`src/rtl/jesd204b_dll_tx_lane.sv`:
```
// JESD204B transmit data link layer for one lane: CGS -> ILAS -> DATA start-up
// under receiver SYNC~, optional self-synchronous scrambling, octets + K flags out.
module jesd204b_dll_tx_lane #(
  parameter int LANE_WIDTH = 32,
  parameter int F          = 4,
  parameter int K          = 32,
  parameter int ILAS_MF    = 4,
  parameter int SCRAMBLE   = 1
) (
  input  logic                    clk,
  input  logic                    rst_n,
  input  logic                    sync_n,
  input  logic [LANE_WIDTH-1:0]   tx_datain,
  input  logic [111:0]            cfg_octets,
  output logic                    tx_ready,
  output logic [LANE_WIDTH-1:0]   tx_dataout,
  output logic [LANE_WIDTH/8-1:0] tx_charisk,
  output logic [1:0]              link_state,
  output logic [7:0]              sync_err_cnt
);
  localparam int NB      = LANE_WIDTH / 8;
  localparam int MF_CLKS = F * K / NB;
  localparam int LW      = (MF_CLKS > 1) ? $clog2(MF_CLKS) : 1;
  localparam int MW      = (ILAS_MF > 1) ? $clog2(ILAS_MF) : 1;

  localparam logic [1:0] ST_CGS  = 2'd0;
  localparam logic [1:0] ST_ILAS = 2'd1;
  localparam logic [1:0] ST_DATA = 2'd2;

  logic [1:0]            state;
  logic [LW-1:0]         lmfc_cnt;
  logic [MW-1:0]         ilas_mf;
  logic                  sync_q, sync_d, was_data;
  logic [14:0]           scr;
  logic                  lmfc_last, lost, pulse;
  logic [LANE_WIDTH-1:0] ilas_word, scr_word;
  logic [NB-1:0]         ilas_k;
  logic [14:0]           scr_next;

  assign lmfc_last  = (lmfc_cnt == LW'(MF_CLKS - 1));
  assign lost       = (state != ST_CGS) && !sync_q && !sync_d;
  // a lone low cycle seen entirely inside DATA, detected as it rises again
  assign pulse      = (state == ST_DATA) && was_data && sync_q && !sync_d;
  assign tx_ready   = (state == ST_DATA);
  assign link_state = state;

  always_comb begin
    logic [7:0] o;
    logic [3:0] idx;
    ilas_word = '0;
    ilas_k    = '0;
    for (int b = 0; b < NB; b++) begin
      o   = 8'(lmfc_cnt * NB + b);
      idx = 4'(o - 8'd2);
      if (o == 8'd0) begin
        ilas_word[8*b +: 8] = 8'h1C;
        ilas_k[b]           = 1'b1;
      end else if (ilas_mf == MW'(1) && o == 8'd1) begin
        ilas_word[8*b +: 8] = 8'h9C;
        ilas_k[b]           = 1'b1;
      end else if (ilas_mf == MW'(1) && o >= 8'd2 && o <= 8'd15) begin
        ilas_word[8*b +: 8] = cfg_octets[{idx, 3'b000} +: 8];
      end else if (o == 8'(F * K - 1)) begin
        ilas_word[8*b +: 8] = 8'h7C;
        ilas_k[b]           = 1'b1;
      end else begin
        ilas_word[8*b +: 8] = o;
      end
    end
  end

  // sb[k] holds scrambled stream bit k-15; the low 15 entries come from the saved state
  always_comb begin
    logic [LANE_WIDTH+14:0] sb;
    int n, pos;
    sb       = '0;
    scr_word = '0;
    for (int j = 0; j < 15; j++) sb[14-j] = scr[j];
    for (n = 0; n < LANE_WIDTH; n++) begin
      pos        = 8 * (n / 8) + (7 - (n % 8));
      sb[n+15]   = tx_datain[pos] ^ sb[n+1] ^ sb[n];
      scr_word[pos] = sb[n+15];
    end
    for (int j = 0; j < 15; j++) scr_next[j] = sb[LANE_WIDTH+14-j];
  end

  always_ff @(posedge clk or negedge rst_n) begin
    if (!rst_n) begin
      state        <= ST_CGS;
      lmfc_cnt     <= '0;
      ilas_mf      <= '0;
      sync_q       <= 1'b0;
      sync_d       <= 1'b0;
      was_data     <= 1'b0;
      scr          <= '0;
      sync_err_cnt <= '0;
      tx_dataout   <= {NB{8'hBC}};
      tx_charisk   <= '1;
    end else begin
      sync_q   <= sync_n;
      sync_d   <= sync_q;
      was_data <= (state == ST_DATA);
      lmfc_cnt <= lmfc_last ? '0 : lmfc_cnt + 1'b1;

      if (pulse && sync_err_cnt != 8'hFF) sync_err_cnt <= sync_err_cnt + 8'd1;

      scr <= (SCRAMBLE != 0 && state == ST_DATA && !lost) ? scr_next : '0;

      case (state)
        ST_CGS: if (sync_q && lmfc_last) state <= ST_ILAS;
        ST_ILAS:
          if (lost) begin
            state   <= ST_CGS;
            ilas_mf <= '0;
          end else if (lmfc_last) begin
            if (ilas_mf == MW'(ILAS_MF - 1)) begin
              state   <= ST_DATA;
              ilas_mf <= '0;
            end else begin
              ilas_mf <= ilas_mf + 1'b1;
            end
          end
        ST_DATA: if (lost) state <= ST_CGS;
        default: state <= ST_CGS;
      endcase

      case (state)
        ST_ILAS: begin
          tx_dataout <= ilas_word;
          tx_charisk <= ilas_k;
        end
        ST_DATA: begin
          tx_dataout <= (SCRAMBLE != 0) ? scr_word : tx_datain;
          tx_charisk <= '0;
        end
        default: begin
          tx_dataout <= {NB{8'hBC}};
          tx_charisk <= '1;
        end
      endcase
    end
  end
endmodule
```
`config.mk`:
```
export PLATFORM = sky130hd
export DESIGN_NAME = jesd204b_dll_tx_lane
export DESIGN_NICKNAME = d
export VERILOG_FILES = /design/src/rtl/jesd204b_dll_tx_lane.sv
export SDC_FILE = /design/constraint.sdc
export NUM_CORES = 1
export LEC_CHECK = 0
export CAP_MARGIN = 20
export CORE_MARGIN = 10
export CORE_UTILIZATION = 47
export DETAILED_ROUTE_END_ITERATION = 6
export GPL_ROUTABILITY_DRIVEN = 0
export PLACE_DENSITY_LB_ADDON = 0.05
export SYNTH_ARGS = -nofsm -noshare
export SYNTH_HDL_FRONTEND = slang
export SYNTH_SLANG_ARGS = --single-unit
```
`constraint.sdc`:
```
create_clock -name clk -period 5.25 [get_ports clk]
set_input_delay 1.05 -clock clk [delete_from_list [all_inputs] [get_ports clk]]
set_output_delay 1.05 -clock clk [all_outputs]
set_load 0.01 [all_outputs]
```
==> results by group <==
Outcome
  – Outcome: finished clean

Power and ir drop
  – Combinational share of power: 0.420
  – Clock Power Share: 0.233
  – Pleak: around 2.8 nW
  – Switch share: 0.322
  – Total power: 2.25 mW
  – Peak VDD IR: ~250 uV
  – Sw Pwr: between 0.7 and 0.8 mW
  – Power density cells: between 300 and 400 nW/um^2
  – Seq pwr share: 0.346
  – Int Power: between 1.5 and 2 mW

STA
  – Setup TNS: 0 ns
  – FMAX: 0.334 GHz
  – RSZ-0062 raised after global routing: false
  – Setup-failing EPs final: 0
  – Max Transition Viols Final: 0
  – Final worst-path cycle share: 0.570
  – Max_slew headroom: 0.304
  – Minimum clock period: 2.99 ns
  – Worst Skew: 0.0127 ns
  – Slew @ Worst Pin: between 1 and 1.5 ns
  – Final hold vios: 0

CTS
  – H-tree Lvls: 3
  – CTS buffer count: 9
  – Root Driver: clkbuf_8
  – CTS tree: built
  – Clock buffer depth: 2
  – Worst skew pair latency: 0.36 ns
  – TritonCTS sink count: between 70 and 80
  – Worst-path clk slew: around 0.08 ns
  – CTS resizes: 0
  – Setup Fix Bufs, Post-CTS: 0
  – Hold Buf Count CTS: 0

Route
  – Starting DRT DRC Count: 196
  – Total wire length: 16.1 mm
  – Residual DRC count: 0
  – Post-route antenna net violation count: 0
  – Via-to-Cell Ratio: ~5.4
  – Vias: ~4100
  – Drt first pass iters: 5
  – DR WL/cell: around 21 microns

Cells and area
  – Most common cell after layout, fill and taps aside: clkdlybuf4s50_1
  – P&R area growth vs syn: 48.8%
  – Nets: a little under 800
  – Final Cell Area: approximately 6800 sq um
  – Highest-count cells in the layout ignoring fill and taps: 192 x clkdlybuf4s50_1, 51 x xnor2_1, 46 x dfrtp_1
  – Layout cells sized above 1: 0.127
  – N_diodes: 0
  – Filler cells: ~710

Setup path
  – CP Max Fanout: 26
  – CP most frequent cell: buf_4
  – WP data required: 5.53 ns
  – Reg-to-reg startpoint: lmfc_cnt[1]$_DFF_PN0_
  – Reg2Reg Capture Point: tx_dataout[8]$_DFF_PN0_
  – Worst Setup End Kind: register
  – CP arrival: around 3.3 ns
  – Cell family with most CP delay: simple AND/OR/NAND/NOR gates
  – Setup CP Type: register to register
  – R2R setup slack: between 2 and 2.5 ns
  – Crit path depth: 9
  – CP max stage delay: approximately 0.79 ns
  – Critical path's slowest cell: nor2b_1
  – Critical-path cell list: buf_4 > inv_1 > ha_1 > buf_4 > nor2b_1 > a221oi_1 > o21ai_0 > a22oi_1 > nor2_1
  – Worst reg-to-reg path cell count: 9
  – Bufs and invs on worst path: 3
  – Critical path launch point type: register

Global route
  – Global Route Usage Sum: 0.222
  – Largest net degree at the start of global routing: 42
  – Initial antenna violation count: 0
  – Met1 usage: 0.262
  – GRT busiest layer: met2
  – Number of global-route vias before repair: between 4000 and 5000
  – Remaining Overflow, GRT: 0
  – GR Util met2: 0.393
  – Grt met3 use: 0.0528
  – First-pass GRT wire length: 24.8 mm

Placed design
  – IO buf count: between 150 and 200
  – Placed cell area: approximately 6600 sq um
  – Estimated wirelength of the detail-placed design: about 13 mm

Die
  – Die ar.: 14100 sq um
  – Core Rows: 35
  – Io pins: 194
  – Chip width: ~120 microns
  – Starting density of the core: 0.487
  – Die height: between 100 and 150 microns
  – Core area: around 9400 sq um

Worst hold path
  – Worst Hold Class: register to register
  – Min-Delay Startpoint: sync_q$_DFF_PN0_
  – WHS Endpoint: sync_d$_DFF_PN0_
  – Worst Hold Depth: 0

Logic synthesis
  – Distinct cells, synth: 60
  – Post-Synthesis Cells: approximately 440
  – Post-synthesis sequential area ratio: 0.396
  – #FFs+latches synth: 71
  – Post-synth top flop: dfrtp_1
  – Syn Nets: roughly 590
  – Synth warn: 0
  – Post-synth ARST share: 1.00
  – Post-synth EDFFs: 0
  – Mapped Avg Cell Area: around 10 sq um
  – Cell Area, Synth: about 4600 sq um

Run
  – Max Cap Viol: 0
[Yosys cell counts, types with 10 or more instances]
cell type  count  share of area
nand2_1       39          0.032
xnor2_1       51          0.098
o21ai_0       14          0.015
dfstp_2       24           0.14
nor2_1        41          0.034
ha_1          10          0.027
xor2_1        23          0.044
dfrtp_1       47           0.26
clkbuf_1      14          0.012
a21oi_1       19          0.021
nand3_1       12          0.013
mux2i_1       12          0.026
mux4_2        14          0.069
[worst register-to-register path: cells and delay by family, from the launching register on]
family / cells / cell delay (ns)
buffers and inverters: 3 / 0.75
AOI/OAI and AO/OA: 3 / 0.64
adders and majority gates: 1 / 0.29
and+or+nand+nor: 2 / 0.92
DFF: 1 / 0.32
[logic make-up (layout without fill, tap and decap cells)]
family | after synthesis | in the layout | share of synthesized area
adders and majority gates | 10 | 10 | 0.0274
xor gates and xnor gates | 81 | 81 | 0.174
buffers and inverters | 37 | 224 | 0.0384
DFF | 71 | 71 | 0.396
and+or+nand+nor | 121 | 121 | 0.129
AOI/OAI and AO/OA | 83 | 83 | 0.121
muxes | 34 | 34 | 0.115
[power by group through the flow]
stage | Sequential (mW) | Clock, mW | Combinational (mW)
CTS | 0.779 | 0.529 | 0.947
detailed placement | 0.789 | 0 | 0.940
global placement | 0.784 | 0 | 0.924
finish | 0.779 | 0.525 | 0.945
floorplan | 0.833 | 0 | 0.437
global route | 0.793 | 0.553 | 1.01
[through the flow]
step	util	instances	setup slack [ns]	hold WS [ns]
6_report	0.725	753	2.26	0.485
5_1_grt	0.725	753	1.97	0.516
4_1_cts	0.725	753	2.22	0.481
3_5_place_dp	0.700	737	2.23	0.462
3_3_place_gp	0.700	737	2.33	0.449
2_1_floorplan	-	437	2.76	0.421
[how the worst max path moves through the flow]
stage	start	endpoint	slack (ns)
after floorplan	lmfc_cnt[0]$_DFF_PN0_	tx_dataout[3]$_DFF_PN1_	2.76
after global placement	tx_datain[5]	tx_dataout[24]$_DFF_PN0_	2.33
after detailed placement	tx_datain[4]	tx_dataout[24]$_DFF_PN0_	2.23
after CTS	lmfc_cnt[1]$_DFF_PN0_	tx_dataout[8]$_DFF_PN0_	2.22
after global routing	lmfc_cnt[1]$_DFF_PN0_	tx_dataout[8]$_DFF_PN0_	1.97
final	lmfc_cnt[1]$_DFF_PN0_	tx_dataout[8]$_DFF_PN0_	2.26
[per-layer routing]
| layer | routed length (microns) | vias to the layer above |
|---|---|---|
| met1 | 6520 | 1995 |
| met4 | 243 | 0 |
| met3 | 955 | 18 |
| li1 | - | 1894 |
| met5 | 0 | - |
| met2 | 8400 | 182 |
[flip-flops by register name, indices dropped and copies added (netlist names)]
name,cells
sync_err_cnt,8
ilas_mf,2
link_state,2
lmfc_cnt,5
sync_q,1
tx_charisk,4
was_data,1
tx_dataout,32
scr,15
sync_d,1
[area by class of cell]
class | count | area [sq um] | share of cell area
sequential | 71 | 1810 | 0.266
inverter | 9 | 33.8 | 0.00497
clock buffer | 10 | 128 | 0.0188
tap | 129 | 161 | 0.0238
clock inverter | 6 | 109 | 0.0160
multi-input combinational | 329 | 2580 | 0.380
timing repair buffer | 199 | 1970 | 0.290
Power figures use the tool's default switching activity.
==> variant 1, RTL diff (same flow settings) <==
Set the parameter `LANE_WIDTH` to 64 (it was 32).
--- a/src/rtl/jesd204b_dll_tx_lane.sv
+++ b/src/rtl/jesd204b_dll_tx_lane.sv
@@ -1,7 +1,7 @@
 // JESD204B transmit data link layer for one lane: CGS -> ILAS -> DATA start-up
 // under receiver SYNC~, optional self-synchronous scrambling, octets + K flags out.
 module jesd204b_dll_tx_lane #(
-  parameter int LANE_WIDTH = 32,
+  parameter int LANE_WIDTH = 64,
   parameter int F          = 4,
   parameter int K          = 32,
   parameter int ILAS_MF    = 4,
Interface: changed (resized tx_charisk, tx_datain and tx_dataout); port bits go from 194 to 262. The function was not compared with the original's and may differ.
==> variant 1 against the unedited design <==
  * Setup slack worse by 0.18 ns
  * Hold slack better by 0.0068 ns
  * Area after synthesis up 48%
  * Non-clock buffer count is 68 higher
  * Total power increased by 120%
  * Design area increased by 44%
  * Combinational power rose to 3.2 times the old value
  * Critical path type unchanged
  * Wire length grew 52%
  * Sequential cell count rose by 31
==> variant 1: results (changes against the unedited design) <==
[status]
outcome = completed  ; unchanged

[yosys]
synthTopCellsByCount = xnor2_1, dfrtp_1, nor2_1  ; unchanged
synthXorXnorAreaFrac_pct = 29.28  ; was 17.43%
synth_mux_area_share_pct = 6.300  ; was 11.51%
avgSynthCellArea_sq_um = 10.91  ; was 10.45 sq um

[placed_design]
place_area_sq_um = 9477  ; was 6559 sq um
place_hpwl_microns = 19120  ; was 12780 microns
dp_cells = 1026  ; was 737
post-place-ws_ns = 1.760  ; was 2.231 ns

[power_and_ir_drop]
p_seq_share_pct = 25.7  ; was 34.6%
switching_share_pct = 39.40  ; was 32.19%
vdd.ir_drop.worst_v = 0.0002282  ; was 0.0002466 V
p_comb_share_pct = 60.9  ; was 42.0%
comb-power_mw = 3.03  ; was 945 uW

[grt]
grt_max_degree = 71  ; was 42
grt_antenna_before_repair = 1  ; was 0
track_usage_pct = 24.23  ; was 22.18%
grt_pass1_wl_microns = 36840  ; was 24800 microns

[route]
wl_per_cell_microns = 23.45  ; was 21.41 microns
wl_microns = 24460  ; was 16120 microns
via_per_inst = 5.556  ; was 5.430

[worst_setup_path]
crit_path_top_delay_cell = nor4_1  ; was nor2b_1
cp_slowest_stage_delay_ns = 1.03  ; was 0.79 ns
critical_path_arrival_ns = 3.46  ; was 3.28 ns

[sta]
timing.slew.headroom_pct = 25.07  ; was 30.40%

[finish]
reg_top3 = tx_dataout x64, scr x15, sync_err_cnt x8  ; was tx_dataout x32, scr x15, sync_err_cnt x8

[cts]
clockRootBuffer = clkbuf_16  ; was clkbuf_8

[variant 1: cell count changes in the layout (fill, tap and decap cells not counted), moves of 15 or more]
cell	delta
o21ai_0	+24
nor2_1	+15
mux2i_1	+17
xnor3_1	+24
xnor2_1	+21
clkdlybuf4s50_1	+68
dfstp_2	+20
[variant 1: cells by family (layout without fill, tap and decap cells)]
logic type / after synthesis / count (layout)
buffers and inverters: 49 / 292
flip-flops: 102 / 102
adder cells (fa/ha/maj): 10 / 10
XOR/XNOR: 148 / 148
AND/OR/NAND/NOR: 150 / 150
multiplexers: 41 / 41
AO/OA/AOI/OAI: 119 / 119
other: 0 / 1
[variant 1: routing by layer]
metal  vias to the layer above  routed length (microns)  global-route usage [%]
li1                       2638                        -                       -
met2                       282                    12080                   40.46
met1                      2828                     9399                   28.15
met4                         0                      655                   9.239
met5                         -                        0                       0
met3                        47                     2324                   8.098
[variant 1: final cells by class]
cell class	count	area, sq um	area share [%]
timing repair buffer	267	2655	27.18
tap	180	225.2	2.306
clock buffer	9	225.2	2.306
clock inverter	7	63.81	0.6533
inverter	9	33.78	0.3458
antenna	1	2.502	0.02562
multi-input combinational	468	3951	40.45
sequential	102	2611	26.73
[variant 1: path summary, 6_finish.rpt]
kind / start / to / slack, ns / depth (start not counted)
max: ilas_mf[1] / tx_dataout[1] / 2.07 / 6
min: sync_q / sync_d / 0.49 / 0
max reg2reg: ilas_mf[1] / tx_dataout[1] / 2.07 / 6
min reg2reg: sync_q / sync_d / 0.49 / 0
max in group asynchronous: rst_n / lmfc_cnt[0] / 3.39 / 2
min in group asynchronous: rst_n / sync_err_cnt[6] / 0.82 / 1
==> variant 2, RTL diff (same flow settings) <==
Made on the original files. Register the input `cfg_octets` before use. The logic sees it one clock later. The other inputs are not delayed to match.
--- a/src/rtl/jesd204b_dll_tx_lane.sv
+++ b/src/rtl/jesd204b_dll_tx_lane.sv
@@ -26,6 +26,12 @@
   localparam logic [1:0] ST_CGS  = 2'd0;
   localparam logic [1:0] ST_ILAS = 2'd1;
   localparam logic [1:0] ST_DATA = 2'd2;
+
+  logic [111:0] cfg_octets_q;
+
+  always_ff @(posedge clk) begin
+    cfg_octets_q <= cfg_octets;
+  end
 
   logic [1:0]            state;
   logic [LW-1:0]         lmfc_cnt;
@@ -59,7 +65,7 @@
         ilas_word[8*b +: 8] = 8'h9C;
         ilas_k[b]           = 1'b1;
       end else if (ilas_mf == MW'(1) && o >= 8'd2 && o <= 8'd15) begin
-        ilas_word[8*b +: 8] = cfg_octets[{idx, 3'b000} +: 8];
+        ilas_word[8*b +: 8] = cfg_octets_q[{idx, 3'b000} +: 8];
       end else if (o == 8'(F * K - 1)) begin
         ilas_word[8*b +: 8] = 8'h7C;
         ilas_k[b]           = 1'b1;
Function: no difference found for any inputs over 10 cycles, from zero or initial values and one cycle with rst_n low; that may be too few to reach the edited logic, so the function may still have changed.
==> variant 2 against the unedited design <==
  * First-iteration DRC count grew 120%
  * Area after synthesis increased by 49%
  * Count of clock-buffer cells in the layout up 12
  * Wire length increased by 16%
  * Critical path depth decreased by 2
  * Design area is 39% higher
  * Total power up 36%
  * Sequential power increased by 93%
  * Setup slack better by 0.19 ns
  * Maximum frequency grew 6.6%
  * Sequential cell count increased by 112
  * Clock power increased by 130%
  * Via count up 18%
==> variant 2: results (changes against the unedited design) <==
[route]
drtPass1Iterations = 5  ; unchanged
via_per_inst = 5.143  ; was 5.430
dr.first_iter.drc_count = 434  ; was 196
wl_per_cell_microns = 20.00  ; was 21.41 microns

[cts]
clock_path_buffers = 2  ; unchanged
cts_resized = 0  ; unchanged
h-tree-depth = 4  ; was 3
clk-insertion-delay-late_ns = 0.43  ; was 0.36 ns
clockRootBuffer = clkbuf_16  ; was clkbuf_8
numCtsBuffers = 17  ; was 9
cts.clk_slew.worst_paths_ns = 0.07
cts_setup_buffers = 0  ; unchanged

[yosys]
ys_seq_area_share_pct = 59.33  ; was 39.57%
synthTopCellsByCount = dfxtp_1, xnor2_1, dfrtp_1  ; was xnor2_1, dfrtp_1, nor2_1
synth_cell_types = 61  ; was 60
postSynth.asyncResetShare_pct = 38.80  ; was 100.0%
syn_nets = 708  ; was 594
ys_top_cells_by_area = dfxtp_1, dfrtp_1, dfstp_2  ; was dfrtp_1, dfstp_2, xnor2_1
yosys_warnings = 0  ; unchanged
synthFlopType = dfxtp_1  ; was dfrtp_1

[placed_design]
port_buffers = 193  ; unchanged
place_hpwl_microns = 13990  ; was 12780 microns
place_area_sq_um = 8884  ; was 6559 sq um

[sta]
worst_pin_slew_ns = 0.9065  ; was 1.040 ns
whs_ns = 0.4990  ; was 0.4854 ns
fin_skew_ns = 0.008649  ; was 0.01270 ns

[worst_setup_path]
critical_path_arrival_ns = 3.10  ; was 3.28 ns
worstPathMaxFanout = 21  ; was 26
r2r_setup_slack_ns = 2.44  ; was 2.26 ns
cp_slowest_stage_delay_ns = 1.02  ; was 0.79 ns
critical_path.top_delay_family = adder cells  ; was simple AND/OR/NAND/NOR gates
crit_path_top_delay_cell = ha_1  ; was nor2b_1

[grt]
track_usage_pct = 18.86  ; was 22.18%
grt_antenna_before_repair = 1  ; was 0
grt_pass1_wl_microns = 28900  ; was 24800 microns
grt_max_degree = 72  ; was 42
grt_pass1_vias = 5234  ; was 4450

[power_and_ir_drop]
p_leak_nw = 3.900  ; was 2.784 nW
vdd.ir_drop.worst_v = 0.0003292  ; was 0.0002466 V

[finish]
reg_top3 = cfg_octets_q x112, tx_dataout x32, scr x15  ; was tx_dataout x32, scr x15, sync_err_cnt x8
layout.nets = 898  ; was 776
fill_cells = 1066  ; was 714
drive_above_1_share_pct = 12.60  ; was 12.66%

[worst_hold_path]
hold_class = register to register  ; unchanged

[status]
outcome = completed  ; unchanged

[variant 2: cell count changes in the layout (fill, tap and decap cells not counted), sizes merged, moves of 2 or more]
cell | unedited run | this run
dfxtp | 0 | 112
clkbuf | 10 | 22
inv | 8 | 12
bufinv | 3 | 0
clkinv | 4 | 7
xnor2 | 52 | 54
xor2 | 24 | 22
[variant 2: area by class of cell]
class | instances | share of cell area (%)
Multi-Input combinational cell | 331 | 27.47
Antenna cell | 1 | 0.02644
Inverter | 9 | 0.3570
Clock buffer | 22 | 5.249
Tap cell | 180 | 2.380
Sequential cell | 183 | 42.79
Timing Repair Buffer | 199 | 20.86
Clock inverter | 10 | 0.8593
[variant 2: worst reg2reg max path, cell delays in order (launching register included)]
cell and delay, ns:
dfrtp_2 0.36, clkinv_1 0.29, ha_1 1.02, mux2_2 0.42, a221oi_1 0.27, o21ai_0 0.12
a22oi_1 0.15, nor2_1 0.06
[variant 2: final timing paths]
| kind | from | end | cells past startpoint |
|---|---|---|---|
| setup / recovery | lmfc_cnt[0] | tx_dataout[8] | 7 |
| hold / removal | sync_q | sync_d | 0 |
| setup reg to reg | lmfc_cnt[0] | tx_dataout[8] | 7 |
| hold reg to reg | sync_q | sync_d | 0 |
| max in group asynchronous | rst_n | lmfc_cnt[0] | 1 |
| min in group asynchronous | rst_n | tx_dataout[0] | 1 |
[variant 2: cell families (layout without fill, tap and decap cells)]
logic type	Yosys count	after routing	share of synthesized area, %
AOI/OAI and AO/OA	83	83	8.105
muxes	34	34	7.701
xor gates and xnor gates	81	81	11.66
adders and majority gates	10	10	1.834
and+or+nand+nor	123	123	8.801
DFF	183	183	59.33
buffers and inverters	37	240	2.567
other	0	1	0
[variant 2: through the flow]
step	utilization (%)	worst slack (ns)	std cells
2_1_floorplan	-	2.765	551
3_3_place_gp	63.26	2.253	902
3_5_place_dp	63.26	2.245	902
4_1_cts	67.38	2.466	934
5_1_grt	67.38	2.184	934
6_report	67.40	2.440	935
[variant 2: where the power goes]
part           internal, mW  switching, mW
clock network         0.685          0.550
registers              1.48         0.0211
logic                 0.194          0.128
total                  2.35          0.699
[variant 2: metal layers]
layer / global-route usage (%) / wire length, microns
met5: 0 / 0
met4: 6.196 / 293
met3: 7.099 / 1607
met2: 30.52 / 9152
met1: 22.61 / 7644
